$ cat src/rtl/fifo_rd_streamer_if.sv
// Stream-side bundle for fifo_rd_streamer: FIFO read port, valid/ready output, status.
// master is the streamer itself; slave is whatever sits around it (FIFO + consumer).
interface fifo_rd_streamer_if #(
    parameter int DATA_WIDTH = 8,
    parameter int CNT_WIDTH  = 16
);
    logic                  enable;
    logic                  fifo_empty;
    logic                  fifo_rd_en;
    logic [DATA_WIDTH-1:0] fifo_rd_data;
    logic                  m_valid;
    logic                  m_ready;
    logic [DATA_WIDTH-1:0] m_data;
    logic [CNT_WIDTH-1:0]  words_out;
    logic                  busy;

    modport master (
        input  enable, fifo_empty, fifo_rd_data, m_ready,
        output fifo_rd_en, m_valid, m_data, words_out, busy
    );

    modport slave (
        output enable, fifo_empty, fifo_rd_data, m_ready,
        input  fifo_rd_en, m_valid, m_data, words_out, busy
    );
endinterface

$ cat src/rtl/fifo_rd_streamer.sv
// Turns a 1-cycle-latency FIFO read port into a valid/ready stream through a 3-entry buffer.
// Reads are only issued when the buffer can absorb every word already requested.
module fifo_rd_streamer #(
    parameter int DATA_WIDTH = 8,
    parameter int CNT_WIDTH  = 16
) (
    input  logic               rd_clk,
    input  logic               rst,
    fifo_rd_streamer_if.master bus
);
    localparam logic [CNT_WIDTH-1:0] CNT_ONE = {{(CNT_WIDTH-1){1'b0}}, 1'b1};

    logic [DATA_WIDTH-1:0] buf_mem [3];
    logic [1:0]            head_reg;
    logic [1:0]            tail_reg;
    logic [1:0]            occ_reg;
    logic [1:0]            occ_next;
    logic                  inflight_reg;
    logic [CNT_WIDTH-1:0]  words_reg;
    logic [2:0]            pending;
    logic                  rd_en;
    logic                  capture;
    logic                  pop;

    function automatic logic [1:0] wrap_inc(input logic [1:0] p);
        return (p == 2'd2) ? 2'd0 : p + 2'd1;
    endfunction

    // Counting the in-flight word guarantees it always lands in a free slot.
    assign pending = {1'b0, occ_reg} + {2'b00, inflight_reg};
    assign rd_en   = !rst && bus.enable && !bus.fifo_empty && (pending < 3'd3);
    assign capture = inflight_reg;
    assign pop     = (occ_reg != 2'd0) && bus.m_ready;

    always_comb begin
        occ_next = occ_reg;
        if (capture && !pop) begin
            occ_next = occ_reg + 2'd1;
        end else if (!capture && pop) begin
            occ_next = occ_reg - 2'd1;
        end
    end

    always_ff @(posedge rd_clk) begin
        if (rst) begin
            head_reg     <= 2'd0;
            tail_reg     <= 2'd0;
            occ_reg      <= 2'd0;
            inflight_reg <= 1'b0;
            words_reg    <= '0;
        end else begin
            inflight_reg <= rd_en;
            occ_reg      <= occ_next;
            if (capture) begin
                tail_reg <= wrap_inc(tail_reg);
            end
            if (pop) begin
                head_reg  <= wrap_inc(head_reg);
                words_reg <= words_reg + CNT_ONE;
            end
        end
    end

    // Storage carries no reset; occupancy alone says which entries are live.
    always_ff @(posedge rd_clk) begin
        if (capture) begin
            buf_mem[tail_reg] <= bus.fifo_rd_data;
        end
    end

    assign bus.fifo_rd_en = rd_en;
    assign bus.m_valid    = (occ_reg != 2'd0);
    assign bus.m_data     = buf_mem[head_reg];
    assign bus.words_out  = words_reg;
    assign bus.busy       = (occ_reg != 2'd0) || inflight_reg;
endmodule

$ cat src/flat_wrapper.sv
// flat-port wrapper written by rule: the top's interface ports become plain ports
module fifo_rd_streamer_flat 
#(
    parameter int DATA_WIDTH = 8,
    parameter int CNT_WIDTH  = 16
)
  (rd_clk, rst, bus_enable, bus_fifo_empty, bus_fifo_rd_data, bus_m_ready, bus_fifo_rd_en, bus_m_valid, bus_m_data, bus_words_out, bus_busy);
  fifo_rd_streamer_if #(.DATA_WIDTH(DATA_WIDTH), .CNT_WIDTH(CNT_WIDTH)) bus_i ();
  input  logic rd_clk;
  input  logic rst;
  input wire logic [$bits(bus_i.enable)-1:0] bus_enable;
  input wire logic [$bits(bus_i.fifo_empty)-1:0] bus_fifo_empty;
  input wire logic [$bits(bus_i.fifo_rd_data)-1:0] bus_fifo_rd_data;
  input wire logic [$bits(bus_i.m_ready)-1:0] bus_m_ready;
  output wire logic [$bits(bus_i.fifo_rd_en)-1:0] bus_fifo_rd_en;
  output wire logic [$bits(bus_i.m_valid)-1:0] bus_m_valid;
  output wire logic [$bits(bus_i.m_data)-1:0] bus_m_data;
  output wire logic [$bits(bus_i.words_out)-1:0] bus_words_out;
  output wire logic [$bits(bus_i.busy)-1:0] bus_busy;
  assign bus_i.enable = bus_enable;
  assign bus_i.fifo_empty = bus_fifo_empty;
  assign bus_i.fifo_rd_data = bus_fifo_rd_data;
  assign bus_i.m_ready = bus_m_ready;
  assign bus_fifo_rd_en = bus_i.fifo_rd_en;
  assign bus_m_valid = bus_i.m_valid;
  assign bus_m_data = bus_i.m_data;
  assign bus_words_out = bus_i.words_out;
  assign bus_busy = bus_i.busy;
  fifo_rd_streamer #(.DATA_WIDTH(DATA_WIDTH), .CNT_WIDTH(CNT_WIDTH)) u_core (.rd_clk(rd_clk), .rst(rst), .bus(bus_i));
endmodule
$ cat config.mk
export PLATFORM = sky130hd
export DESIGN_NAME = fifo_rd_streamer_flat
export DESIGN_NICKNAME = d
export VERILOG_FILES = /design/src/rtl/fifo_rd_streamer_if.sv /design/src/rtl/fifo_rd_streamer.sv /design/src/flat_wrapper.sv
export SDC_FILE = /design/constraint.sdc
export NUM_CORES = 1
export LEC_CHECK = 0
export CORE_MARGIN = 2
export CORE_UTILIZATION = 45
export CTS_BUF_LIST = sky130_fd_sc_hd__clkbuf_4 sky130_fd_sc_hd__clkbuf_8 sky130_fd_sc_hd__clkbuf_16
export DETAILED_ROUTE_END_ITERATION = 8
export PLACE_DENSITY = 0.79
export SETUP_SLACK_MARGIN = 0.3
export SLEW_MARGIN = 20
export SYNTH_ARGS = -nofsm -noshare
export SYNTH_HDL_FRONTEND = slang
export SYNTH_SLANG_ARGS = --single-unit
$ cat constraint.sdc
create_clock -name rd_clk -period 1.7 [get_ports rd_clk]
set_input_delay 0.255 -clock rd_clk [delete_from_list [all_inputs] [get_ports rd_clk]]
set_output_delay 0.255 -clock rd_clk [all_outputs]
set_load 0.02 [all_outputs]
### Word-level counts from Yosys, hierarchy flattened

Memories as Yosys holds them, arrays and structs flattened. A register that Yosys moved wholly into a read port is not among the register bits.
Cells that the tools add are included.

| word-level totals | value |
|---|---|
| register bits | 23 |
| bits in latches | 0 |
| bits in writable memories | 24 |
| ROM bits | 0 |
| input port bits | 13 |
| output and inout bits | 27 |
| word-level logic and storage cells | 36 |
| memories | 1 |

Memory list:

| name | words | bits a word | rd ports | clocked after memory_dff | wr ports | RTL line | RTL |
|---|---|---|---|---|---|---|---|
| u_core.buf_mem | 3 | 8 | 1 | 1 | 1 | fifo_rd_streamer.sv:13 | `logic [DATA_WIDTH-1:0] buf_mem [3];` |

| cells by class | value |
|---|---|
| add/subtract/negate cells | 6 |
| multipliers | 0 |
| divide/modulo/power cells | 0 |
| $lt $le $gt $ge | 1 |
| equality and inequality tests | 2 |
| shifts and indexed selects | 0 |
| multiplexer cells | 8 |
| bitwise operators | 0 |
| reduce and logical (&&, ||, !) cells | 13 |

Operators with widths:

| operator | number |
|---|---|
| 16-bit by 1-bit adder with 16-bit output (second input constant) | 1 |
| 2-bit two-way mux | 6 |
| 2-bit by 1-bit adder with 2-bit output (second input constant) | 3 |
| 1-bit logical AND | 6 |
| 2-bit == test (second input constant) | 2 |
| 1-bit zero test | 4 |
| 2-bit nonzero test | 2 |
| 2-bit by 1-bit adder with 3-bit output | 1 |
| 3-bit by 2-bit < comparator with 1-bit output (second input constant) | 1 |
| 1-bit two-way mux | 2 |
| 2-bit by 1-bit subtractor with 2-bit output (second input constant) | 1 |
| 1-bit logical OR | 1 |

### Logic depth before layout (Yosys ltp)

Gate-level depths: netlist of run 1.

| logic depth | value |
|---|---|
| word-level depth | 5 |
| depth in mapped cells | 7 |

### Worst setup path before layout of run 1

Ideal clock, no wire load.

| timing path | value |
|---|---|
| kind | reg-to-output |
| start | register u_core.inflight_reg (netlist: u_core.capture) |
| end | output bus_fifo_rd_en |
| arrival time | 1.657 ns |
| required time | 1.445 ns |
| slack | -0.212 ns |
| cell stages (with the launch flop) | 5 |
| cells stage by stage | dfxtp_1 ha_1 ha_1 or4b_2 a21oi_1 |

| between the ends | value |
|---|---|
| word-level cells in the longest chain between the ends | 3 |

RTL lines:

| what | RTL line | RTL |
|---|---|---|
| from (decl) | fifo_rd_streamer.sv:18 | `logic inflight_reg;` |
| from (signal assigned) | fifo_rd_streamer.sv:52 | `inflight_reg <= rd_en;` |
| 2-bit by 1-bit adder with 3-bit output | fifo_rd_streamer.sv:30 | `assign pending = {1'b0, occ_reg} + {2'b00, inflight_reg};` |
| 3-bit by 2-bit < comparator with 1-bit output | fifo_rd_streamer.sv:31 | `assign rd_en = !rst && bus.enable && !bus.fifo_empty && (pending < 3'd3);` |
| 1-bit logical AND | fifo_rd_streamer.sv:31 |  |
| to (decl) | flat_wrapper.sv:15 | `output wire logic [$bits(bus_i.fifo_rd_en)-1:0] bus_fifo_rd_en;` |

No other way between the ends.

### Worst setup path after layout of run 1

Same ends and word-level chain as after synthesis.

==> results of run 1 <==
[cell type report]
type | instances | area [um2]
multi-input cells | 117 | 940.9
fillers | 314 | 1220
repair buffers | 70 | 655.6
clock inverters | 2 | 37.54
flip-flops and latches | 49 | 1274
clock buffers | 6 | 82.58
well taps | 52 | 65.06
inverters | 3 | 18.77
[what timing repair did]
item / 4_1_cts / 5_1_grt
gates resized for setup: 106 / 19
cloned: 0 / 0
endpoints found under the setup margin: 34 / 48
pin swaps: 18 / 10
buffers inserted: 12 / 4
[layer usage]
metal | vias to the layer above | part of all wire | track usage
li1 | 776 | - | -
met1 | 745 | 0.39 | 0.2129
met2 | 50 | 0.53 | 0.3239
met3 | 7 | 0.057 | 0.05195
met4 | 0 | 0.013 | 0.05556
met5 | - | 0 | 0
[path summary, 6_finish.rpt]
path,endpoint,slack [ns],cells after the start
worst min-delay path,u_core.bus.words_out[1]$_SDFFE_PP0P_,0.50,2
worst min register to register,u_core.bus.words_out[1]$_SDFFE_PP0P_,0.50,2
worst max register to register,u_core.occ_reg[1]$_SDFFE_PP0P_,0.09,8
worst max-delay path,bus_fifo_rd_en,-0.26,5
[worst min-delay path, stage by stage (launching register included)]
cell and delay, ns:
dfxtp_2 0.35, nand2_1 0.05, a21oi_1 0.06
[kinds of logic (layout without fill, tap and decap cells)]
kind of cell               after synthesis  after routing  synth area share
and+or+nand+nor                         63             63            0.1559
DFF                                     49             49            0.6135
AOI/OAI and AO/OA                       29             29           0.08548
xor gates and xnor gates                13             13           0.05720
buffers and inverters                    9             81           0.02263
muxes                                    8              8           0.04023
adders and majority gates                4              4           0.02514
[synth_stat cells, types with 5 or more instances]
cell type and instances:
mux2i_1 8, nor3_1 5, nand2_1 19, edfxtp_1 24
nor2_1 17, o21ai_0 11, dfxtp_1 25, xnor2_1 5
xor2_1 8, a21oi_1 12
[power by group through the flow]
| stage | clock network, uW | logic (uW) | registers [uW] |
|---|---|---|---|
| final | 864 | 1040 | 1350 |
| after global routing | 915 | 1120 | 1360 |
| after CTS | 869 | 970 | 1350 |
| after detailed placement | 0 | 776 | 1400 |
| after global placement | 0 | 761 | 1390 |
| after floorplan | 0 | 462 | 1380 |
[through the flow]
| stage | cell area [um2] | worst slack, ns | total power [uW] |
|---|---|---|---|
| 2_1_floorplan | 2117 | 0.08901 | 1847 |
| 3_3_place_gp | 2660 | -0.5090 | 2151 |
| 3_5_place_dp | 2660 | -0.5216 | 2171 |
| 4_1_cts | 2964 | -0.2760 | 3189 |
| 5_1_grt | 3074 | -0.3126 | 3393 |
| 6_report | 3074 | -0.2612 | 3254 |
==> flow_summary.yaml, run 1 <==
outcome:
  status: "complete, but fails checks"
  violations: "negative setup slack"
layout:
  largest_register_ffs: 24
  mostFrequentLayoutCells: "edfxtp_1 (24), buf_4 (23), buf_6 (18)"
  fin_cells: 299
  fin_nets: 263
  top_register: "u_core.buf_mem"
  final_util: 0.7159
  mostFrequentLayoutCell: "edfxtp_1"
  areaGrowthSynthToFinish_pct: 54.43
  diodes: 0
  drive_gt1_frac: 0.4332
timing:
  hold_violations: 0
  relSlewSlack: 0.7847
  holdWs_ns: 0.4983
  final.setup_skew_ns: 0.01129
  slew_viol_final: 0
  min_period_ns: 1.961
  worstMarginPinSlew_ns: 0.3203
  fin_ws_ns: -0.2612
  rsz0062_at_grt: "yes"
  fmax_mhz: 509.9
  setup-tns-final_ns: -0.2915
  fin_crit_sh: 1.154
  finalSetupViolations: 2
worst_setup_path:
  cp-end-kind: "output port"
  cp_cell_sequence: "ha_4, ha_4, or4b_4, a21oi_4, buf_6"
  r2r_start: "u_core.capture$_SDFF_PP0_"
  max_stage_delay_ns: 0.50
  startpoint: "u_core.capture$_SDFF_PP0_"
  cpLargestDelayFamily: "simple AND/OR/NAND/NOR gates"
  cp-start-kind: "register"
  cp.required_ns: 1.44
  slowest_stage: "or4b_4"
  cp_data_arrival_time_ns: 1.71
  path_class: "reg2out"
  timing.critical_path.mode_cell: "ha_4"
  crit_buf_inv: 1
  path_max_fanout: 2
synthesis:
  synth-seq-cells: 49
  synth_cells: 175
  synth_top_cell_by_area: "edfxtp_1"
  syn-num-nets: 192
  syn_area_um2: 1991
  syn_avg_cell_area_um2: 11.38
  synth_area_leaders: "edfxtp_1 (36%), dfxtp_1 (25%), mux2i_1 (4.0%)"
  ys_seq_area_frac: 0.6135
  synth.distinct_cells: 31
  yosys_warnings: 0
  synth_top_area_share: 0.3620
  async_reset_ff_frac: 0
  synth-edff-count: 24
  synth_ff_type: "dfxtp_1"
grt:
  antenna_found_initial: 0
  grt_pass1_vias: 1530
  grt_pass1_wl_um: 7038
  grt_max_degree: 23
  track_usage: 0.1823
  gr-total-overflow: 0
power_and_ir_drop:
  p_comb_frac: 0.319
  p_switching_uw: 914.9
  p_int_uw: 2339
  switching_share: 0.2811
  worst_ir_drop_vdd_mv: 0.8543
  leakage_uw: 0.001142
  power.density_nw_per_um2: 1059
  pwr-share-seq: 0.415
  pwr-share-clk: 0.265
routing:
  drt-wirelength-per-cell_um: 14.93
  drc: 0
  vias: 1578
  drt-pass1-iter-count: 4
  drt-initial-drc-count: 78
  ant_nets: 0
  wl_um: 4465
  routed_via_density: 5.278
clock_network:
  clk_latency_ns: 0.31
  numCtsBuffers: 5
  cts_tree: "yes"
  clk_path_buf_depth: 2
  htree_levels: 2
  path_clk_slew_ns: 0.09
  cts_hold_buffers: 0
  cts_sinks: 49
  root_buffer: "clkbuf_8"
flow_run:
  cap_viol_max_count: 0
floorplan:
  coreArea_um2: 4294
  placementRows: 24
  die-area_um2: 4972
  start_util: 0.4636
  dieWidth_um: 70.51
  io_pins: 40
  die_h_um: 70.51
placement:
  place_inst: 275
  hpwlAfterDp_um: 2760
  portBuffers: 39
  gp_congestion: 0.7710
min_path:
  hp-start: "u_core.bus.words_out[1]$_SDFFE_PP0P_"
  worstHoldPathType: "reg2reg"
Power figures use the tool's default switching activity.
==> run 2: changes to the inputs <==
--- a/config.mk
+++ b/config.mk
@@ -9,9 +9,9 @@
 export CORE_UTILIZATION = 45
 export CTS_BUF_LIST = sky130_fd_sc_hd__clkbuf_4 sky130_fd_sc_hd__clkbuf_8 sky130_fd_sc_hd__clkbuf_16
 export DETAILED_ROUTE_END_ITERATION = 8
-export PLACE_DENSITY = 0.79
+export PLACE_DENSITY = 0.8
 export SETUP_SLACK_MARGIN = 0.3
-export SLEW_MARGIN = 20
+export SLEW_MARGIN = 15
 export SYNTH_ARGS = -nofsm -noshare
 export SYNTH_HDL_FRONTEND = slang
 export SYNTH_SLANG_ARGS = --single-unit
==> run 2 against run 1 <==
Effect of this change: non-clock buffer count did not move; global-route usage down 1.4 points; setup slack lost 0.0067 ns; first-iteration DRC count decreased by 15%; the run still ends with negative setup slack left; cell area fell by 2.2%; clock power fell by 3.4%; critical path depth unchanged; largest cell class unchanged; combinational power is essentially flat; via count fell by 2.3%.
==> flow_summary.yaml, run 2 (same netlist as run 1, synthesis figures left out) <==
outcome:
  status: "complete, but fails checks"
  violations: "negative setup slack"
clock_network:
  clk_path_buf_depth: 2
  numCtsBuffers: 5
  clk_latency_ns: 0.30
  htree_levels: 2
  path_clk_slew_ns: 0.09
  root_buffer: "clkbuf_8"
  cts_hold_buffers: 0
  cts_sinks: 49
  cts_tree: "yes"
min_path:
  hp-start: "u_core.head_reg[1]$_SDFFE_PP0P_"
  whs_path_depth: 2
  worstHoldPathType: "reg2reg"
layout:
  mostFrequentLayoutCells: "edfxtp_1 (24), buf_4 (23), nand2_1 (19)"
  mostFrequentLayoutCell: "edfxtp_1"
  fillers: 320
  drive_gt1_frac: 0.3806
  areaGrowthSynthToFinish_pct: 51.10
  fin_nets: 263
  top_register: "u_core.buf_mem"
  largest_register_ffs: 24
  diodes: 0
floorplan:
  io_pins: 40
  dieWidth_um: 70.51
  die-area_um2: 4972
  die_h_um: 70.51
  coreArea_um2: 4294
  start_util: 0.4636
  placementRows: 24
placement:
  hpwlAfterDp_um: 2616
  portBuffers: 39
  gp_congestion: 0.7266
  pre_cts_ws_ns: -0.5255
grt:
  grt_pass1_wl_um: 6589
  grt_pass1_vias: 1440
  antenna_found_initial: 0
  track_usage: 0.1679
  grt_max_degree: 23
  gr-total-overflow: 0
routing:
  wl_um: 4223
  drt-pass1-iter-count: 4
  ant_nets: 0
  routed_via_density: 5.157
  vias: 1542
  drc: 0
  drt-wirelength-per-cell_um: 14.12
  drt-initial-drc-count: 66
worst_setup_path:
  r2r_start: "u_core.bus.words_out[10]$_SDFFE_PP0P_"
  path_class: "reg2out"
  path_max_fanout: 2
  cp-end-kind: "output port"
  ff2ff_path_depth: 4
  cp.required_ns: 1.44
  cp-start-kind: "register"
  cp_data_arrival_time_ns: 1.71
  reg2reg_slack_ns: 0.07
  worstReg2RegEnd: "u_core.bus.words_out[15]$_SDFFE_PP0P_"
power_and_ir_drop:
  p_int_uw: 2300
  power.density_nw_per_um2: 1068
  worst_ir_drop_vdd_mv: 0.6466
  p_comb_frac: 0.319
  p_switching_uw: 912.2
  leakage_uw: 0.001153
  p_total_uw: 3212
  pwr-share-clk: 0.260
  pwr-share-seq: 0.421
  switching_share: 0.2840
timing:
  finalSetupViolations: 1
  slew_viol_final: 0
  relSlewSlack: 0.8308
  rsz0062_at_grt: "yes"
  min_period_ns: 1.968
  hold_violations: 0
  final.setup_skew_ns: 0.004975
  fmax_mhz: 508.2
  fin_ws_ns: -0.2679
  worstMarginPinSlew_ns: 0.2538
  fin_crit_sh: 1.158
flow_run:
  cap_viol_max_count: 0
## run 2: cell types whose count changed in the layout (fill, tap and decap cells not counted), moves of 2 or more
cell,before,now
nand2_2,2,0
a21oi_2,6,2
nor3_1,0,2
nand2_1,17,19
a21oi_1,5,9
nor3_2,4,2
## run 2: final cells by class
class	instances	area, um2	share of cell area
flip-flops and latches	49	1276	0.4243
multi-input cells	117	882.1	0.2933
repair buffers	70	658.1	0.2188
clock buffers	5	68.82	0.02288
well taps	52	65.06	0.02163
clock inverters	3	46.29	0.01539
inverters	3	11.26	0.003744
## run 2: worst max-delay path by stage
stage / start / to / slack (ns) / cells past startpoint
after floorplan: u_core.capture$_SDFF_PP0_ / bus_fifo_rd_en / 0.09 / 4
after global placement: rst / bus_fifo_rd_en / -0.51 / 4
after detailed placement: rst / bus_fifo_rd_en / -0.53 / 4
after CTS: u_core.capture$_SDFF_PP0_ / bus_fifo_rd_en / -0.29 / 5
after global routing: u_core.capture$_SDFF_PP0_ / bus_fifo_rd_en / -0.32 / 5
final: u_core.capture$_SDFF_PP0_ / bus_fifo_rd_en / -0.27 / 5
## run 2: layer usage
metal	track usage	up-vias	wire, um
met3	0.04473	5	254
met1	0.2163	722	1813
met2	0.2841	43	2118
met5	0	-	0
met4	0.03846	0	36
li1	-	772	-
## run 2: worst max-delay path: stages, from the launching register on
cell and delay (ns):
dfxtp_4 0.36, ha_4 0.16, ha_4 0.15, or4b_4 0.50, a21oi_4 0.13, buf_6 0.12
## run 2: stage by stage
stage	hold WS [ns]	cells	utilization	setup TNS (ns)	area, um2
finish	0.4954	299	0.7005	-0.2679	3008
CTS	0.4961	292	0.6678	-0.2909	2868
floorplan	0.3167	175	-	0	2117
detailed placement	0.4807	275	0.6195	-2.004	2660
global route	0.5285	299	0.7005	-0.4410	3008
global placement	0.4712	275	0.6195	-1.630	2660
## run 2: repair_timing
action,CTS,global route
buffers inserted,9,7
pin swaps,5,8
setup endpoints to repair,34,23
resized for setup,91,19
## run 2: power by group through the flow
stage	combinational (uW)	clock, uW	sequential, uW
floorplan	462	0	1380
global placement	760	0	1390
detailed placement	774	0	1390
CTS	927	853	1350
global route	1100	894	1360
finish	1030	835	1350
==> run 3: changes to the inputs <==
--- a/config.mk
+++ b/config.mk
@@ -5,13 +5,13 @@
 export SDC_FILE = /design/constraint.sdc
 export NUM_CORES = 1
 export LEC_CHECK = 0
+export ABC_AREA = 1
 export CORE_MARGIN = 2
 export CORE_UTILIZATION = 45
 export CTS_BUF_LIST = sky130_fd_sc_hd__clkbuf_4 sky130_fd_sc_hd__clkbuf_8 sky130_fd_sc_hd__clkbuf_16
 export DETAILED_ROUTE_END_ITERATION = 8
-export PLACE_DENSITY = 0.8
+export PLACE_DENSITY = 0.79
 export SETUP_SLACK_MARGIN = 0.3
-export SLEW_MARGIN = 15
 export SYNTH_ARGS = -nofsm -noshare
 export SYNTH_HDL_FRONTEND = slang
 export SYNTH_SLANG_ARGS = --single-unit
==> run 3 against run 2 <==
Effect of this change: the run still ends with negative setup slack left; maximum frequency increased by 13%; setup slack improved by 0.23 ns; clock-buffer cell count unchanged; global-route usage increased by 0.93 points; sequential power increased by 3%; synthesized cell count increased by 32%; largest cell class unchanged; largest power group unchanged.
==> flow_summary.yaml, run 3 <==
layout:
  mostFrequentLayoutCells: "nand2_1 (36), inv_1 (24), edfxtp_1 (24)"
  drive_gt1_frac: 0.3758
  diodes: 0
  fin_nets: 314
  mostFrequentLayoutCell: "nand2_1"
  areaGrowthSynthToFinish_pct: 50.00
  top_register: "u_core.buf_mem"
  largest_register_ffs: 24
synthesis:
  synth_top_cell_by_area: "edfxtp_1"
  syn-num-nets: 248
  async_reset_ff_frac: 0
  synth_top_area_share: 0.3441
  synth-seq-cells: 49
  synth_area_leaders: "edfxtp_1 (34%), dfxtp_1 (24%), nand2_1 (7.5%)"
  synth_commonest_cells: "nand2_1 (42), nor2_1 (30), inv_1 (29)"
  synth_ff_type: "dfxtp_1"
  synth.distinct_cells: 25
  syn_avg_cell_area_um2: 9.067
  ys_seq_area_frac: 0.5830
  synth-edff-count: 24
  yosys.cell_count.top_type: "nand2_1"
  yosys_warnings: 0
  synth_cells: 231
  syn_area_um2: 2095
timing:
  relSlewSlack: 0.7640
  min_period_ns: 1.740
  fmax_mhz: 574.7
  final.setup_skew_ns: 0.008810
  worstMarginPinSlew_ns: 0.3528
  finalSetupViolations: 1
  rsz0062_at_grt: "yes"
  fin_crit_sh: 1.023
  slew_viol_final: 0
  hold_violations: 0
  fin_ws_ns: -0.03993
  holdWs_ns: 0.4474
routing:
  drc: 0
  drt-initial-drc-count: 62
  ant_nets: 0
  drt-pass1-iter-count: 4
  routed_via_density: 5.183
  wl_um: 4771
  vias: 1814
  drt-wirelength-per-cell_um: 13.63
worst_setup_path:
  cp_data_arrival_time_ns: 1.48
  r2r_start: "u_core.occ_reg[0]$_SDFFE_PP0P_"
  path_class: "reg2out"
  slowest_stage: "dfxtp_2"
  cp.required_ns: 1.44
  startpoint: "u_core.occ_reg[0]$_SDFFE_PP0P_"
  cp-end-kind: "output port"
  path_max_fanout: 2
  endpoint: "bus_fifo_rd_en"
  worstReg2RegEnd: "u_core.occ_reg[1]$_SDFFE_PP0P_"
  reg2reg_slack_ns: 0.20
  cp_cell_sequence: "ha_4, ha_4, a2111oi_4, buf_4"
  max_stage_delay_ns: 0.35
  timing.critical_path.mode_cell: "ha_4"
  cp-start-kind: "register"
  ff2ff_path_depth: 10
grt:
  grt_pass1_vias: 1632
  grt_pass1_wl_um: 7107
  antenna_found_initial: 0
  track_usage: 0.1772
  grt_max_degree: 16
  gr-total-overflow: 0
power_and_ir_drop:
  power.density_nw_per_um2: 1187
  leakage_uw: 0.001285
  worst_ir_drop_vdd_mv: 0.7711
floorplan:
  die-area_um2: 5216
  die_h_um: 72.23
  coreArea_um2: 4414
  dieWidth_um: 72.23
  io_pins: 40
  placementRows: 24
  start_util: 0.4745
clock_network:
  clk_path_buf_depth: 2
  numCtsBuffers: 5
  cts_sinks: 49
  root_buffer: "clkbuf_8"
  htree_levels: 2
  clk_latency_ns: 0.30
  cts_tree: "yes"
  path_clk_slew_ns: 0.09
  cts_hold_buffers: 0
outcome:
  status: "complete, but fails checks"
  violations: "negative setup slack"
flow_run:
  cap_viol_max_count: 0
placement:
  hpwlAfterDp_um: 3060
  portBuffers: 39
  pre_cts_ws_ns: -0.2481
  gp_congestion: 0.8181
min_path:
  worstHoldPathType: "in2reg"
## run 3: changes by cell type after synthesis, sizes merged, moves of 6 or more
cell,previous run,this run
mux2i,8,0
nand2,19,44
a21oi,12,26
xor2,8,1
nand3,4,10
inv,3,32
nor2,17,37
## run 3: through the flow
step / total power (uW) / std cells / util / area (um2) / TNS, ns
after floorplan: 1954 / 231 / - / 2148 / 0
after CTS: 3481 / 344 / 0.6562 / 2897 / -0.04227
after global placement: 2447 / 336 / 0.6165 / 2721 / -0.2522
final: 3730 / 350 / 0.7117 / 3142 / -0.03993
after detailed placement: 2462 / 336 / 0.6165 / 2721 / -0.2554
after global routing: 3879 / 350 / 0.7117 / 3142 / -0.09725
## run 3: layer usage
layer	up-vias	wire [um]	global-route usage
met5	-	0	0
met4	0	53	0.06289
met3	4	236	0.04722
met2	45	2521	0.3048
met1	859	1960	0.2137
li1	906	-	-
## run 3: layout make-up
class	count	area, um2
inverters	32	130.1
clock buffers	5	68.82
repair buffers	63	581.8
multi-input cells	146	1001
flip-flops and latches	49	1230
well taps	52	65.06
fillers	315	1272
clock inverters	3	65.06
## run 3: worst min-delay path by stage
stage / start / to / slack (ns) / cells after the start
4_1_cts: u_core.tail_reg[1]$_SDFFE_PP0P_ / u_core.tail_reg[1]$_SDFFE_PP0P_ / 0.51 / 2
2_1_floorplan: bus_fifo_empty / u_core.capture$_SDFF_PP0_ / 0.34 / 1
6_report: bus_m_ready / u_core.bus.words_out[0]$_SDFFE_PP0P_ / 0.45 / 4
3_5_place_dp: u_core.tail_reg[1]$_SDFFE_PP0P_ / u_core.tail_reg[1]$_SDFFE_PP0P_ / 0.49 / 2
3_3_place_gp: u_core.bus.words_out[2]$_SDFFE_PP0P_ / u_core.bus.words_out[2]$_SDFFE_PP0P_ / 0.48 / 2
5_1_grt: bus_m_ready / u_core.bus.words_out[0]$_SDFFE_PP0P_ / 0.49 / 4
## run 3: what timing repair did
action / 4_1_cts / 5_1_grt
endpoints found under the setup margin: 28 / 19
pin swaps: 6 / 24
gates cloned: 0 / 0
resized for setup: 100 / 54
buffers inserted: 0 / 6
## run 3: power breakdown
part / switching (uW) / internal [uW]
registers: 70.9 / 1320
clock network: 379 / 583
logic: 712 / 664
## run 3: cell families (layout without fill, tap and decap cells)
| family | after synthesis | in the layout | synth area share |
|---|---|---|---|
| AND/OR/NAND/NOR | 101 | 101 | 0.2186 |
| AO/OA/AOI/OAI | 39 | 39 | 0.1004 |
| XOR/XNOR | 2 | 2 | 0.008365 |
| buffers and inverters | 36 | 103 | 0.06571 |
| flip-flops | 49 | 49 | 0.5830 |
| adder cells (fa/ha/maj) | 4 | 4 | 0.02390 |
## run 3: worst max-delay path: cells and delay by family, from the launching register on
family,cells,cell delay [ns]
adder cells (fa/ha/maj),2,0.38
AO/OA/AOI/OAI,1,0.27
buffers and inverters,1,0.19
flip-flops,1,0.35
